## config.mk

```make
export PLATFORM = sky130hd
export DESIGN_NAME = secure_xfer_ctrl
export DESIGN_NICKNAME = d
export VERILOG_FILES = /design/src/rtl/secure_pkg.sv /design/src/rtl/secure_lat_timer.sv /design/src/rtl/secure_xfer_ctrl.sv
export SDC_FILE = /design/constraint.sdc
export NUM_CORES = 1
export LEC_CHECK = 0
export ABC_AREA = 1
export ABC_CLOCK_PERIOD_IN_PS = 1600
export CAP_MARGIN = 40
export CORE_MARGIN = 1
export CORE_UTILIZATION = 45
export DETAILED_ROUTE_END_ITERATION = 12
export PLACE_DENSITY = 0.76
export SLEW_MARGIN = 0
export SYNTH_ARGS = -nofsm -noshare
export SYNTH_HDL_FRONTEND = slang
export SYNTH_HIERARCHICAL = 1
export SYNTH_SLANG_ARGS = --single-unit
```

## constraint.sdc

```tcl
create_clock -name clk -period 1.6 [get_ports clk]
set_input_delay 0.4 -clock clk [delete_from_list [all_inputs] [get_ports clk]]
set_output_delay 0.4 -clock clk [all_outputs]
set_load 0.02 [all_outputs]
```

## src/rtl/secure_pkg.sv

```systemverilog
// Shared types and constants for the secure memory->security->register datapath.
// Used by secure_xfer_ctrl and later datapath controllers.
package secure_pkg;

  localparam int ADDR_W = 10;
  localparam int DATA_W = 32;
  localparam int LEN_W  = 8;

  typedef enum logic [2:0] {
    IDLE,
    ISSUE,
    WAIT,
    WRITE,
    DONE
  } xfer_state_t;

  typedef struct packed {
    logic [ADDR_W-1:0] mem_addr;
    logic [ADDR_W-1:0] reg_addr;
    logic [LEN_W-1:0]  len;
    logic              encrypt;
  } xfer_cmd_t;

endpackage

```

## src/rtl/secure_lat_timer.sv

```systemverilog
// Loadable down-counter with a zero flag; load value is MEM_LAT-1 so a
// WAIT phase that counts to zero spans exactly MEM_LAT cycles.
module secure_lat_timer #(
  parameter int MEM_LAT = 1
) (
  input  logic clk,
  input  logic rst,
  input  logic i_load,
  input  logic i_dec,
  output logic o_zero
);

  localparam int CNT_W = (MEM_LAT > 1) ? $clog2(MEM_LAT) : 1;
  localparam logic [CNT_W-1:0] LOAD_VAL = CNT_W'(MEM_LAT - 1);

  logic [CNT_W-1:0] r_count;

  always_ff @(posedge clk) begin
    if (rst) begin
      r_count <= '0;
    end else if (i_load) begin
      r_count <= LOAD_VAL;
    end else if (i_dec && (r_count != '0)) begin
      r_count <= r_count - CNT_W'(1);
    end
  end

  assign o_zero = (r_count == '0);

endmodule

```

## src/rtl/secure_xfer_ctrl.sv

```systemverilog
// Block-transfer sequencer: steps memory addresses, waits MEM_LAT, strobes register writes.
// Optional SECURE_XFER_STATS_EN adds saturating words_written / xfer_count outputs.
//
// state | meaning
// IDLE  | waiting for a command, req_ready high
// ISSUE | present current source address, arm latency timer
// WAIT  | memory read latency in progress
// WRITE | one-cycle register write strobe, advance addresses
// DONE  | one-cycle done pulse
module secure_xfer_ctrl
  import secure_pkg::xfer_state_t, secure_pkg::xfer_cmd_t,
         secure_pkg::IDLE, secure_pkg::ISSUE, secure_pkg::WAIT,
         secure_pkg::WRITE, secure_pkg::DONE;
#(
  parameter int ADDR_W  = secure_pkg::ADDR_W,
  parameter int LEN_W   = secure_pkg::LEN_W,
  parameter int MEM_LAT = 1
) (
  input  logic              clk,
  input  logic              rst,
  input  logic              req_valid,
  output logic              req_ready,
  input  logic [ADDR_W-1:0] req_mem_addr,
  input  logic [ADDR_W-1:0] req_reg_addr,
  input  logic [LEN_W-1:0]  req_len,
  input  logic              req_encrypt,
  input  logic              abort,
  output logic [ADDR_W-1:0] mem_address,
  output logic              encryption_on,
  output logic [ADDR_W-1:0] reg_address,
  output logic              reg_write_en,
  output logic              busy,
  output logic              done,
  output logic              aborted
`ifdef SECURE_XFER_STATS_EN
  ,
  output logic [15:0]       words_written,
  output logic [15:0]       xfer_count
`endif
);

  // The latched command reuses the shared struct, so widths must match the package.
  if ((ADDR_W != secure_pkg::ADDR_W) || (LEN_W != secure_pkg::LEN_W) || (MEM_LAT < 1))
  begin : g_bad_param
    $error("secure_xfer_ctrl: unsupported ADDR_W/LEN_W/MEM_LAT");
  end

  xfer_state_t       r_state;
  xfer_state_t       w_state_nxt;
  xfer_cmd_t         r_cmd;
  logic [ADDR_W-1:0] r_mem_address;
  logic              r_aborted;
  logic              w_accept;
  logic              w_abort_hit;
  logic              w_tmr_zero;

  assign w_accept    = req_valid && req_ready;
  assign w_abort_hit = abort && (r_state != IDLE);

  secure_lat_timer #(
    .MEM_LAT (MEM_LAT)
  ) u_lat_timer (
    .clk    (clk),
    .rst    (rst),
    .i_load (r_state == ISSUE),
    .i_dec  (r_state == WAIT),
    .o_zero (w_tmr_zero)
  );

  always_comb begin
    w_state_nxt = r_state;
    case (r_state)
      IDLE: begin
        if (w_accept) begin
          w_state_nxt = (req_len == '0) ? DONE : ISSUE;
        end
      end
      ISSUE: w_state_nxt = WAIT;
      WAIT: begin
        if (w_tmr_zero) begin
          w_state_nxt = WRITE;
        end
      end
      WRITE: w_state_nxt = (r_cmd.len == LEN_W'(1)) ? DONE : ISSUE;
      DONE:  w_state_nxt = IDLE;
      default: w_state_nxt = IDLE;
    endcase
    if (w_abort_hit) begin
      w_state_nxt = IDLE;
    end
  end

  always_ff @(posedge clk) begin
    if (rst) begin
      r_state       <= IDLE;
      r_cmd         <= '0;
      r_mem_address <= '0;
      r_aborted     <= 1'b0;
    end else begin
      r_state   <= w_state_nxt;
      r_aborted <= w_abort_hit;
      if (w_accept) begin
        r_cmd.encrypt <= req_encrypt;
        if (req_len != '0) begin
          r_cmd.mem_addr <= req_mem_addr;
          r_cmd.reg_addr <= req_reg_addr;
          r_cmd.len      <= req_len;
        end
      end
      if (r_state == WRITE) begin
        r_cmd.mem_addr <= r_cmd.mem_addr + ADDR_W'(1);
        r_cmd.reg_addr <= r_cmd.reg_addr + ADDR_W'(1);
        r_cmd.len      <= r_cmd.len - LEN_W'(1);
      end
      // mem_address only moves when a word is issued, so it holds through DONE/IDLE/abort.
      if (w_state_nxt == ISSUE) begin
        r_mem_address <= (r_state == IDLE) ? req_mem_addr : (r_cmd.mem_addr + ADDR_W'(1));
      end
    end
  end

  assign req_ready     = (r_state == IDLE) && !rst;
  assign mem_address   = r_mem_address;
  assign reg_address   = r_cmd.reg_addr;
  assign encryption_on = (r_state != IDLE) && r_cmd.encrypt;
  assign reg_write_en  = (r_state == WRITE);
  assign busy          = (r_state != IDLE);
  assign done          = (r_state == DONE);
  assign aborted       = r_aborted;

`ifdef SECURE_XFER_STATS_EN
  logic [15:0] r_words_written;
  logic [15:0] r_xfer_count;

  always_ff @(posedge clk) begin
    if (rst) begin
      r_words_written <= '0;
      r_xfer_count    <= '0;
    end else begin
      if (reg_write_en && (r_words_written != 16'hFFFF)) begin
        r_words_written <= r_words_written + 16'd1;
      end
      if (done && (r_xfer_count != 16'hFFFF)) begin
        r_xfer_count <= r_xfer_count + 16'd1;
      end
    end
  end

  assign words_written = r_words_written;
  assign xfer_count    = r_xfer_count;
`endif

endmodule
```

==> results.py <==
metrics = {
    "worst_setup_path": {
        "cp_slowest_cell": "dfxtp_4",
        "start_kind": "flop",
        "end_kind": "output port",
        "path_class": "flop to output port",
        "path_buf_inv": 3,
        "crit_fanout": 4,
        "crit_chain": "nor2_4, buf_6, nand2_4, inv_1, nor2_1, buf_2",
        "cp.arrival_ns": 1.27,
        "crit_family": "buffers and inverters",
        "cpPeakStageDelay_ns": 0.36,
        "critPathRequiredTime_ns": 1.20,
    },
    "drt": {
        "met3_length_um": 478,
        "highest_layer": "met4",
        "wl_met2_um": 3670,
        "wl_per_cell_um": 13.2,
        "via_count": 2989,
        "drc": 0,
        "routed_via_density": 5.22,
        "drt_pre_antenna_iters": 5,
        "drtAntennaViolNets": 0,
        "drt_iter0_drc": 238,
        "wl_met1_um": 3300,
        "wirelength_um": 7560,
    },
    "layout": {
        "multiInputGateArea_um2": 1660,
        "n_fill_cell": 458,
        "seq_area_um2": 891,
        "layout.nets": 538,
        "diodes": 0,
        "syn2layout_area_growth_pct": 48.2,
        "final_util": 0.701,
        "final_cells": 573,
        "drive_above_1_share": 0.240,
    },
    "floorplanning": {
        "die_h_um": 78.8,
        "die-width_um": 78.8,
        "start_util": 0.473,
        "coreArea_um2": 5610,
        "io_pins": 59,
        "dieArea_um2": 6200,
        "row_count": 27,
    },
    "power_and_ir_drop": {
        "p_total_mw": 3.30,
        "ir_worst_vdd_mv": 0.466,
        "power_leakage_nw": 1.83,
        "power_density_nw_per_um2": 840,
    },
    "placed_design": {
        "hpwlAfterDp_um": 4950,
        "place_congestion": 0.841,
        "dpl_worst_slack_ns": -0.477,
        "io_buffers": 58,
        "numPlacedInstances": 552,
    },
    "timing": {
        "setup_viol": 20,
        "tightest_slew_ns": 0.381,
        "rsz0062_at_grt": "yes",
        "hold_violations": 0,
        "slew_viol_final": 0,
        "finClkSkew_ns": 0.00449,
        "clock.fmax_ghz": 0.600,
        "max_slew_margin": 0.743,
        "period_share": 1.04,
        "period_needed_ns": 1.67,
        "final.setup.tns_ns": -0.446,
        "finalWorstSetupSlack_ns": -0.0658,
    },
    "flow_run": {
        "cap_viol_max_count": 0,
    },
    "global_routing": {
        "grt_pass1_vias": 2711,
        "gr-total-overflow": 0,
        "antenna_found_initial": 0,
        "grt_first_pass_wirelength_um": 11600,
        "grt_max_degree": 27,
        "grt_usage": 0.237,
    },
    "run_status": {
        "violations": "negative setup slack",
        "status": "complete, but fails checks",
    },
    "clock_network": {
        "clock_latency_ns": 0.30,
        "cts_buffer_depth": 2,
        "cts_tree": "done",
        "cts.sinks": 44,
        "clk_pin_slew_worst_paths_ns": 0.08,
        "cts_htree_levels": 2,
        "cts-root-buf": "clkbuf_8",
        "cts_buffers": 5,
    },
    "logic_synthesis": {
        "syn-cell-area_um2": 2650,
        "syn_inst": 411,
        "synth_nets": 448,
        "synth_seq_cells": 44,
        "synth_area_leaders": "dfxtp_1 33%, nand2_1 15%, nor2_1 8.9%, a21oi_1 7.6%, inv_1 5.8%",
        "ys_types": 34,
        "synth_top_area_share": 0.332,
        "synth_area_per_cell_um2": 6.45,
        "ys_seq_area_frac": 0.332,
        "ys_warn_count": 6,
        "synth_top_area_cell": "dfxtp_1",
    },
    "min_path": {
        "hold_path_class": "flop to flop",
    },
}
==> metrics by stage <==
stage,hold slack [ns],cell area [um2]
2_1_floorplan,0.421,2650
3_3_place_gp,0.429,3440
3_5_place_dp,0.435,3440
4_1_cts,0.447,3650
5_1_grt,0.460,3930
6_report,0.446,3930
==> layout by cell type, fill, tap and decap left out, drive strengths merged, types with 22 or more instances in the layout <==
cell type | synthesis | final
nor2 | 67 | 67
nand3 | 22 | 22
a21oi | 41 | 41
dfxtp | 44 | 44
o21ai | 25 | 25
clkdlybuf4s50 | 0 | 28
buf | 20 | 52
inv | 45 | 45
dlygate4sd2 | 0 | 22
nand2 | 109 | 112
==> kinds of logic (layout without fill, tap and decap cells) <==
logic type | after synthesis | in the layout | share of synthesized area
xor+xnor | 6 | 6 | 0.0198
compound gates | 80 | 80 | 0.165
buf+inv | 71 | 158 | 0.130
fa+ha+maj | 4 | 4 | 0.0189
simple gates | 206 | 209 | 0.334
flops | 44 | 44 | 0.332
==> power breakdown <==
group | internal [mW] | switching [mW]
combinational | 0.557 | 0.673
clock | 0.385 | 0.395
sequential | 1.21 | 0.0845
==> routing by layer <==
metal / vias to the layer above / GRT usage
met5: - / 0
met4: 0 / 0.0741
met3: 13 / 0.0471
met2: 106 / 0.403
met1: 1387 / 0.299
li1: 1483 / -
==> cell type report <==
cell class	instances	area share
well taps	72	0.0229
repair buffers	106	0.257
inverters	45	0.0462
clock buffers	7	0.0245
flip-flops and latches	44	0.227
multi-input cells	299	0.422
==> worst paths after layout <==
kind | start | to | slack [ns] | cells after the start
max reg2reg | r_state[1]$_SDFF_PP0_ | mem_address[1]$_SDFFE_PP0N_ | -0.04 | 10
min | u_lat_timer/r_count$_SDFFE_PP0P_ | u_lat_timer/r_count$_SDFFE_PP0P_ | 0.45 | 2
min reg2reg | u_lat_timer/r_count$_SDFFE_PP0P_ | u_lat_timer/r_count$_SDFFE_PP0P_ | 0.45 | 2
max | r_state[1]$_SDFF_PP0_ | encryption_on | -0.07 | 6
==> worst register-to-register path, stage by stage, from the launching register on <==
cell     delay (ns)
dfxtp_4        0.36
nor2_4         0.12
buf_6          0.11
nand2_4        0.06
buf_6          0.12
a21oi_4        0.12
nand2_2        0.08
nor2_4         0.27
nand2_2        0.15
nor2_1         0.12
nor2_1         0.05
==> cell usage after synthesis <==
master,n
buf_4,10
nor2_1,63
inv_1,41
nand2_1,104
clkbuf_1,5
nor3_1,3
buf_6,4
o211ai_1,2
a211oi_1,1
a21oi_1,40
nand3_2,1
nand3_1,20
dfxtp_1,44
xor2_1,4
clkbuf_2,1
nand4_1,2
o21bai_1,1
nand2_4,2
a22oi_1,5
o21ai_0,25
nor2_4,3
inv_2,3
a32oi_1,1
buf_2,6
a21oi_2,1
nor2_2,1
o31ai_1,1
nand3_4,1
a31oi_1,3
nand2_2,3
nand3b_1,3
ha_1,4
xnor2_1,2
inv_4,1
==> what timing repair did <==
item                                    4_1_cts  5_1_grt
gates resized for setup                      72       66
buffers inserted                              7        2
hold buffers                                  0        0
gates cloned                                  3        3
pin swaps                                    18       17
endpoints found under the setup margin       61       42
==> flip-flops by register name, summed over array words and instances, names as in the netlist <==
signal               count
aborted                  1
r_state                  3
u_lat_timer/r_count      1
r_cmd                   19
reg_address             10
mem_address             10
Power figures use the tool's default switching activity.
